==> config.mk <==
export PLATFORM = sky130hd
export DESIGN_NAME = ab_stim_seq
export DESIGN_NICKNAME = d
export VERILOG_FILES = /design/src/rtl/ab_stim_seq.sv
export SDC_FILE = /design/constraint.sdc
export NUM_CORES = 1
export LEC_CHECK = 0
export ABC_AREA = 1
export CAP_MARGIN = 10
export CORE_UTILIZATION = 25
export CTS_CLUSTER_SIZE = 24
export DETAILED_ROUTE_END_ITERATION = 6
export GPL_TIMING_DRIVEN = 0
export SETUP_SLACK_MARGIN = 0.3
export SLEW_MARGIN = 15
export SYNTH_ARGS = -nofsm -noshare
export SYNTH_HDL_FRONTEND = slang
export SYNTH_SLANG_ARGS = --single-unit
==> constraint.sdc <==
create_clock -name clk -period 2.8 [get_ports clk]
set_input_delay 0.56 -clock clk [delete_from_list [all_inputs] [get_ports clk]]
set_output_delay 0.56 -clock clk [all_outputs]
set_load 0.01 [all_outputs]
==> src/rtl/ab_stim_seq.sv <==
// ab_stim_seq
// Clocked stimulus sequencer and response checker for a two-input/one-output
// logic cell whose expected behaviour is c = a | b. It walks the fixed vector
// table (a,b) = 11, 10, 01, 00, holds each vector for HOLD_CYCLES cycles,
// samples the cell response on the last cycle of each hold window and keeps a
// saturating mismatch count for the run.
//
// Ports:
//   clk       rising-edge clock
//   rst_n     asynchronous active-low reset
//   start     level-sampled run request, accepted only while idle
//   c_in      response from the cell under check
//   a_out     stimulus a to the cell
//   b_out     stimulus b to the cell
//   busy      high while vectors are being driven
//   vec_idx   index of the vector currently driven (0..3)
//   mismatch  one-cycle pulse when a sampled response is wrong
//   err_cnt   saturating mismatch count of the current or last run
//   done      one-cycle pulse at the end of a run
//   pass      high when the last completed run had no mismatches

module ab_stim_seq #(
    parameter int HOLD_CYCLES = 5,
    parameter int ERR_W       = 8
) (
    input  logic             clk,
    input  logic             rst_n,
    input  logic             start,
    input  logic             c_in,
    output logic             a_out,
    output logic             b_out,
    output logic             busy,
    output logic [1:0]       vec_idx,
    output logic             mismatch,
    output logic [ERR_W-1:0] err_cnt,
    output logic             done,
    output logic             pass
);

    typedef enum logic [1:0] {
        IDLE  = 2'd0,
        DRIVE = 2'd1,
        FIN   = 2'd2
    } state_t;

    localparam logic [7:0]       HOLD_LAST = 8'(HOLD_CYCLES - 1);
    localparam logic [ERR_W-1:0] ERR_MAX   = '1;
    localparam logic [ERR_W-1:0] ERR_ONE   = ERR_W'(1);

    state_t           state, next_state;
    logic [7:0]       hold, hold_nxt;
    logic [1:0]       vec_nxt, vec_plus;
    logic             a_nxt, b_nxt, busy_nxt, mism_nxt, done_nxt, pass_nxt;
    logic [ERR_W-1:0] err_nxt, err_inc;
    logic             sample_miss;

    // State and every registered output live in one register block so that
    // an asynchronous reset clears them all together, aborting any run.
    always_ff @(posedge clk or negedge rst_n) begin
        if (!rst_n) begin
            state    <= IDLE;
            hold     <= '0;
            vec_idx  <= '0;
            a_out    <= 1'b0;
            b_out    <= 1'b0;
            busy     <= 1'b0;
            mismatch <= 1'b0;
            err_cnt  <= '0;
            done     <= 1'b0;
            pass     <= 1'b0;
        end else begin
            state    <= next_state;
            hold     <= hold_nxt;
            vec_idx  <= vec_nxt;
            a_out    <= a_nxt;
            b_out    <= b_nxt;
            busy     <= busy_nxt;
            mismatch <= mism_nxt;
            err_cnt  <= err_nxt;
            done     <= done_nxt;
            pass     <= pass_nxt;
        end
    end

    // Next-state and next-output logic. The vector table is encoded by the
    // index itself: a = ~idx[1], b = ~idx[0] gives 11, 10, 01, 00, and the
    // expected response a | b is therefore 1 for every index except 3.
    always_comb begin
        next_state  = state;
        hold_nxt    = hold;
        vec_nxt     = vec_idx;
        a_nxt       = a_out;
        b_nxt       = b_out;
        busy_nxt    = busy;
        mism_nxt    = 1'b0;
        err_nxt     = err_cnt;
        done_nxt    = 1'b0;
        pass_nxt    = pass;
        sample_miss = 1'b0;
        err_inc     = err_cnt;
        vec_plus    = vec_idx + 2'd1;

        case (state)
            IDLE: begin
                a_nxt = 1'b0;
                b_nxt = 1'b0;
                if (start) begin
                    next_state = DRIVE;
                    hold_nxt   = '0;
                    vec_nxt    = 2'd0;
                    a_nxt      = 1'b1;
                    b_nxt      = 1'b1;
                    busy_nxt   = 1'b1;
                    err_nxt    = '0;
                    pass_nxt   = 1'b0;
                end
            end

            DRIVE: begin
                if (hold == HOLD_LAST) begin
                    sample_miss = (c_in != (vec_idx != 2'd3));
                    // Saturate instead of wrapping so a narrow counter never
                    // reads back as zero after enough failures.
                    if (sample_miss && (err_cnt != ERR_MAX)) begin
                        err_inc = err_cnt + ERR_ONE;
                    end
                    mism_nxt = sample_miss;
                    err_nxt  = err_inc;
                    hold_nxt = '0;
                    if (vec_idx != 2'd3) begin
                        vec_nxt = vec_plus;
                        a_nxt   = ~vec_plus[1];
                        b_nxt   = ~vec_plus[0];
                    end else begin
                        // Last vector: pass must include a miss found on this
                        // very edge, hence err_inc rather than err_cnt.
                        next_state = FIN;
                        a_nxt      = 1'b0;
                        b_nxt      = 1'b0;
                        busy_nxt   = 1'b0;
                        done_nxt   = 1'b1;
                        pass_nxt   = (err_inc == '0);
                    end
                end else begin
                    hold_nxt = hold + 8'd1;
                end
            end

            FIN: begin
                next_state = IDLE;
            end

            default: begin
                next_state = IDLE;
            end
        endcase
    end

endmodule

---- After elaboration in Yosys (flattened, before gate mapping) ----
Cells that the tools add are included.
word-level totals
  bits in registers ....................... 26
  word-level logic and storage cells ...... 70
  bits of input ports ..................... 4
operators by class
  muxes and demuxes ....................... 36
  add/sub/neg operators ................... 3
  equal/unequal tests ..................... 9
  reductions and logical operators ........ 10
  bitwise logic cells ..................... 2
operators with widths
  operator                                              count
  two-way mux 8 bit                                     6
  one-hot mux 8 bit (2 select lines)                    2
  adder 8 x 1 -> 8 bit (second input constant)          2
  two-way mux 1 bit                                     16
  two-way mux 2 bit                                     6
  inequality test 2 bit (second input constant)         5
  equality test 8 x 3 -> 1 bit (second input constant)  1
  zero test 8 bit                                       1
  inequality test 8 bit (second input constant)         1
  one-hot mux 1 bit (2 select lines)                    4
  one-hot mux 2 bit (2 select lines)                    2
  AND reduction 4 bit                                   2
  AND reduction 3 bit                                   2
  AND reduction 2 bit                                   2
  adder 2 x 1 -> 2 bit (second input constant)          1
  equality test 2 x 1 -> 1 bit (second input constant)  1
  zero test 2 bit                                       1
  inverter 1 bit                                        2
  nonzero test 2 bit                                    1
  logical AND 1 bit                                     1
  inequality test 1 bit                                 1

---- Depth between registers and ports, before layout ----
  depth after elaboration ................. 10
  depth in mapped cells ................... 12

---- Worst setup path after synthesis ----
OpenSTA, ideal clock, no wires.
  kind .................................... reg2reg
  start ................................... register vec_idx[0]
  end ..................................... register pass
  period minus slack after synthesis ...... 1503 ps
  setup time .............................. 65 ps
  setup slack ............................. 1297 ps
  arrival ................................. 1438 ps
  path buffers ............................ 0
  stages on the path, launching flop included .. 11
  data required time ...................... 2735 ps
  path through ............................ dfrtp_1 ha_1 inv_2 nand2_1 nand2_4 nand2_4 o21ai_0 nand2_1 nor2_1 nand2_1 nand2_1
on the way
  word-level cells in the longest chain between the ends .. 10
ends and longest elaborated chain
  element                             RTL line  RTL
  start, declared                     33        output logic [1:0] vec_idx,
  start signal, assigned              74        vec_idx <= vec_nxt;
  inequality test 2 bit (*)           121, 130
  inequality test 1 bit               121       sample_miss = (c_in != (vec_idx != 2'd3));
  logical AND 1 bit                   124       if (sample_miss && (err_cnt != ERR_MAX)) begin
  two-way mux 8 bit                   124
  two-way mux 8 bit                   120       if (hold == HOLD_LAST) begin
  two-way mux 8 bit                   103       case (state)
  zero test 8 bit                     142       pass_nxt = (err_inc == '0);
  two-way mux 1 bit                   130       if (vec_idx != 2'd3) begin
  two-way mux 1 bit                   120
  one-hot mux 1 bit (2 select lines)  103
  end signal, assigned                81        pass <= pass_nxt;
  end, declared                       37        output logic pass
Mark *: on every way between the ends. The rest lies on a longest branch, timed or not. The select of a mux whose other input is x is not followed.
A chain may end at the register's enable or synchronous reset.

---- Final worst setup path ----
  start ................................... register err_cnt[3]
  end ..................................... output port err_cnt[3]
RTL lines
  element                 RTL line  RTL
  start, declared         35        output logic [ERR_W-1:0] err_cnt,
  start signal, assigned  79        err_cnt <= err_nxt;
No word-level cell between the ends.

==> metrics.yaml <==
outcome:
  status: "complete, no violations"
routing:
  drt_first_pass_iters: 4
  wl_met1_mm: 1.65
  top_layer: "met3"
  routed_via_density: 4.59
  ant_nets: 0
  drt_iter0_drc: 46
  wirelength_mm: 3.45
  vias: 1378
  met3_wirelength_um: 101
  met2WireLength_mm: 1.70
  drc_errors: 0
  wire_per_inst_um: 11.5
cells_and_area:
  n_fill_cell: 650
  drive_gt1_share_pct: 12.4
  fin_cells: 300
  final_core_util_pct: 32.3
  num_antenna_cells: 0
  final_nets: 236
  area_growth_pct: 21.9
setup_path:
  endpoint_kind: "output pin"
  rr_startpoint: "hold[0]$_DFFE_PN0P_"
  reg2reg_slack_ns: 1.11
  crit_chain: "clkdlybuf4s50_1"
  startpoint: "err_cnt[3]$_DFFE_PN0P_"
  critPathArrivalTime_ns: 1.38
  required_ns: 2.24
  reg2reg_depth: 8
  worst_r2r_endpoint: "err_cnt[7]$_DFFE_PN0P_"
  path_delay_family: "buffers and inverters"
  cp.depth: 1
  path_max_fanout: 7
  crit_slowest_cell: "clkdlybuf4s50_1"
  crit_end: "err_cnt[3]"
  crit_type: "reg2out"
  max_stage_delay_ns: 0.59
  critPathLaunchType: "register"
  crit_buf_inv: 1
die:
  dieArea_sq_um: 6710
  io_pins: 20
  core.rowCount: 28
  core-area_sq_um: 6030
  die_h_um: 81.9
  fp.dieW_um: 81.9
  start_util_pct: 26.5
logic_synthesis:
  syn_inst: 202
  synth_area_sq_um: 1600
  yosysWarnings: 0
  ys_types: 30
  syn_nets: 212
  synth.yosys.seq_area_share_pct: 40.7
  ys.flop_type: "dfrtp_1"
  synth.most_common_cell: "nand2_1"
  ys_top_cells_by_area: "dfrtp_1 41%, nand2_1 12%, nor2_1 5.4%"
  ys_ff_latch: 26
  syn_avg_cell_area_sq_um: 7.91
  synth_top_area_cell: "dfrtp_1"
  async_reset_ff_share_pct: 100
  synthTopCellsByCount: "53 x nand2_1, 26 x dfrtp_1, 23 x nor2_1"
  synth_top_area_share_pct: 40.7
  synth-edff-count: 0
sta:
  setup_viol: 0
  fmax_mhz: 516
  setup_slack_ns: 0.862
  finalClockSkew_ns: 0.00339
  timing.final.crit_share_pct: 69.2
  slew_headroom_pct: 58.4
  final.setup.tns_ns: 0
  rsz0062_at_grt: "no"
  slew_viol_final: 0
  min_period_ns: 1.94
  tightestPinTransition_ns: 0.624
  finalHoldViolCount: 0
global_route:
  grt_pass1_wl_mm: 5.91
  grt_start_max_net_pins: 27
  grt_pass1_vias: 1303
  grt-ovfl-total: 0
  grt_usage_pct: 11.5
  antenna_found_initial: 0
cts:
  clock_latency_ns: 0.28
  root_buffer: "clkbuf_8"
  h-tree-depth: 1
  post_cts_buffers: 0
  clkSinkCount: 26
  cts_hold_buf: 0
  cts_tree: "done"
  clockBufferDepth: 2
  clk_pin_slew_worst_paths_ns: 0.10
  numCtsBuffers: 3
  cts_resized: 0
place:
  gp_congestion: 0.784
  io_buffer_count: 19
  place_ws_ns: 0.807
  dp.cells: 296
  hpwl_mm: 2.57
power:
  irDropWorstVdd_mv: 0.299
  p_leak_nw: 0.883
  cellPowerDensity_nw_per_um2: 874
worst_hold_path:
  hp-class: "in2async"
job:
  cap_violations: 0
[area by class of cell]
type,count,area (sq um),share of cell area [%]
repair buffers,19,185,9.51
well taps,75,93.8,4.82
multi-input cells,147,828,42.5
inverters,28,108,5.52
flip-flops and latches,26,651,33.4
plain buffers,1,11.3,0.578
clock buffers,3,41.3,2.12
clock inverters,1,30.0,1.54
[state kept, by name, summed over array words and instances (netlist names), 2 cells and up]
| signal | count |
|---|---|
| err_cnt | 8 |
| hold | 8 |
| state | 2 |
| vec_idx | 2 |
[power by group]
part	internal (W)	switching [W]
Clock	0.000192	0.000132
Sequential	0.000491	0.000116
Combinational	0.000339	0.000433
Total	0.00102	0.000681
[logic make-up (layout without fill, tap and decap cells)]
logic type / Yosys count / after routing / share of synthesized area, %
adder cells (fa/ha/maj): 6 / 6 / 4.70
XOR/XNOR: 3 / 3 / 1.64
AO/OA/AOI/OAI: 26 / 26 / 10.0
flip-flops: 26 / 26 / 40.7
AND/OR/NAND/NOR: 112 / 112 / 35.5
buffers and inverters: 29 / 52 / 7.44
[metal layers]
layer / global-route usage (%) / up-vias
li1: - / 695
met1: 14.5 / 667
met3: 3.00 / 0
met2: 20.0 / 16
met4: 1.58 / 0
met5: 0 / -
[placed cells by master (no fill, tap or decap), drive strengths merged]
| cell | n |
|---|---|
| ha | 6 |
| nand3b | 2 |
| nor3 | 3 |
| o21ai | 11 |
| dfrtp | 26 |
| a31oi | 2 |
| nand3 | 16 |
| a21o | 1 |
| bufinv | 1 |
| nand4 | 2 |
| buf | 2 |
| xor2 | 2 |
| xnor2 | 1 |
| a21oi | 5 |
| clkdlybuf4s50 | 18 |
| inv | 28 |
| o31ai | 1 |
| nor2 | 30 |
| clkbuf | 3 |
| nand2 | 58 |
| nor3b | 1 |
| o22ai | 6 |
[how the worst min path moves through the flow]
stage                      from                endpoint  slack, ns  cells past startpoint
5_1_grt                   rst_n  err_cnt[6]$_DFFE_PN0P_       0.33                      1
3_5_place_dp   pass$_DFFE_PN0P_        pass$_DFFE_PN0P_       0.47                      2
4_1_cts                   rst_n     hold[4]$_DFFE_PN0P_       0.31                      1
6_report                  rst_n      mismatch$_DFF_PN0_       0.28                      1
2_1_floorplan             rst_n       a_out$_DFFE_PN0P_       0.26                      0
3_3_place_gp   pass$_DFFE_PN0P_        pass$_DFFE_PN0P_       0.48                      2
[per-stage QoR]
| stage | cell area [sq um] | hold slack [ns] | total power (W) |
|---|---|---|---|
| after global routing | 1950 | 0.328 | 0.00185 |
| after global placement | 1880 | 0.477 | 0.00138 |
| after detailed placement | 1880 | 0.475 | 0.00140 |
| after floorplan | 1600 | 0.264 | 0.00111 |
| final | 1950 | 0.283 | 0.00170 |
| after CTS | 1950 | 0.307 | 0.00172 |
[worst register-to-register path, cell delays in order, from the launching register on]
cell and delay (ns):
dfrtp_1 0.39, inv_1 0.14, ha_1 0.18, nand3b_1 0.11
nor2_2 0.15, inv_2 0.13, a21oi_4 0.22, buf_6 0.18
o22ai_1 0.09
No activity file was read; power rests on OpenSTA's default activity.
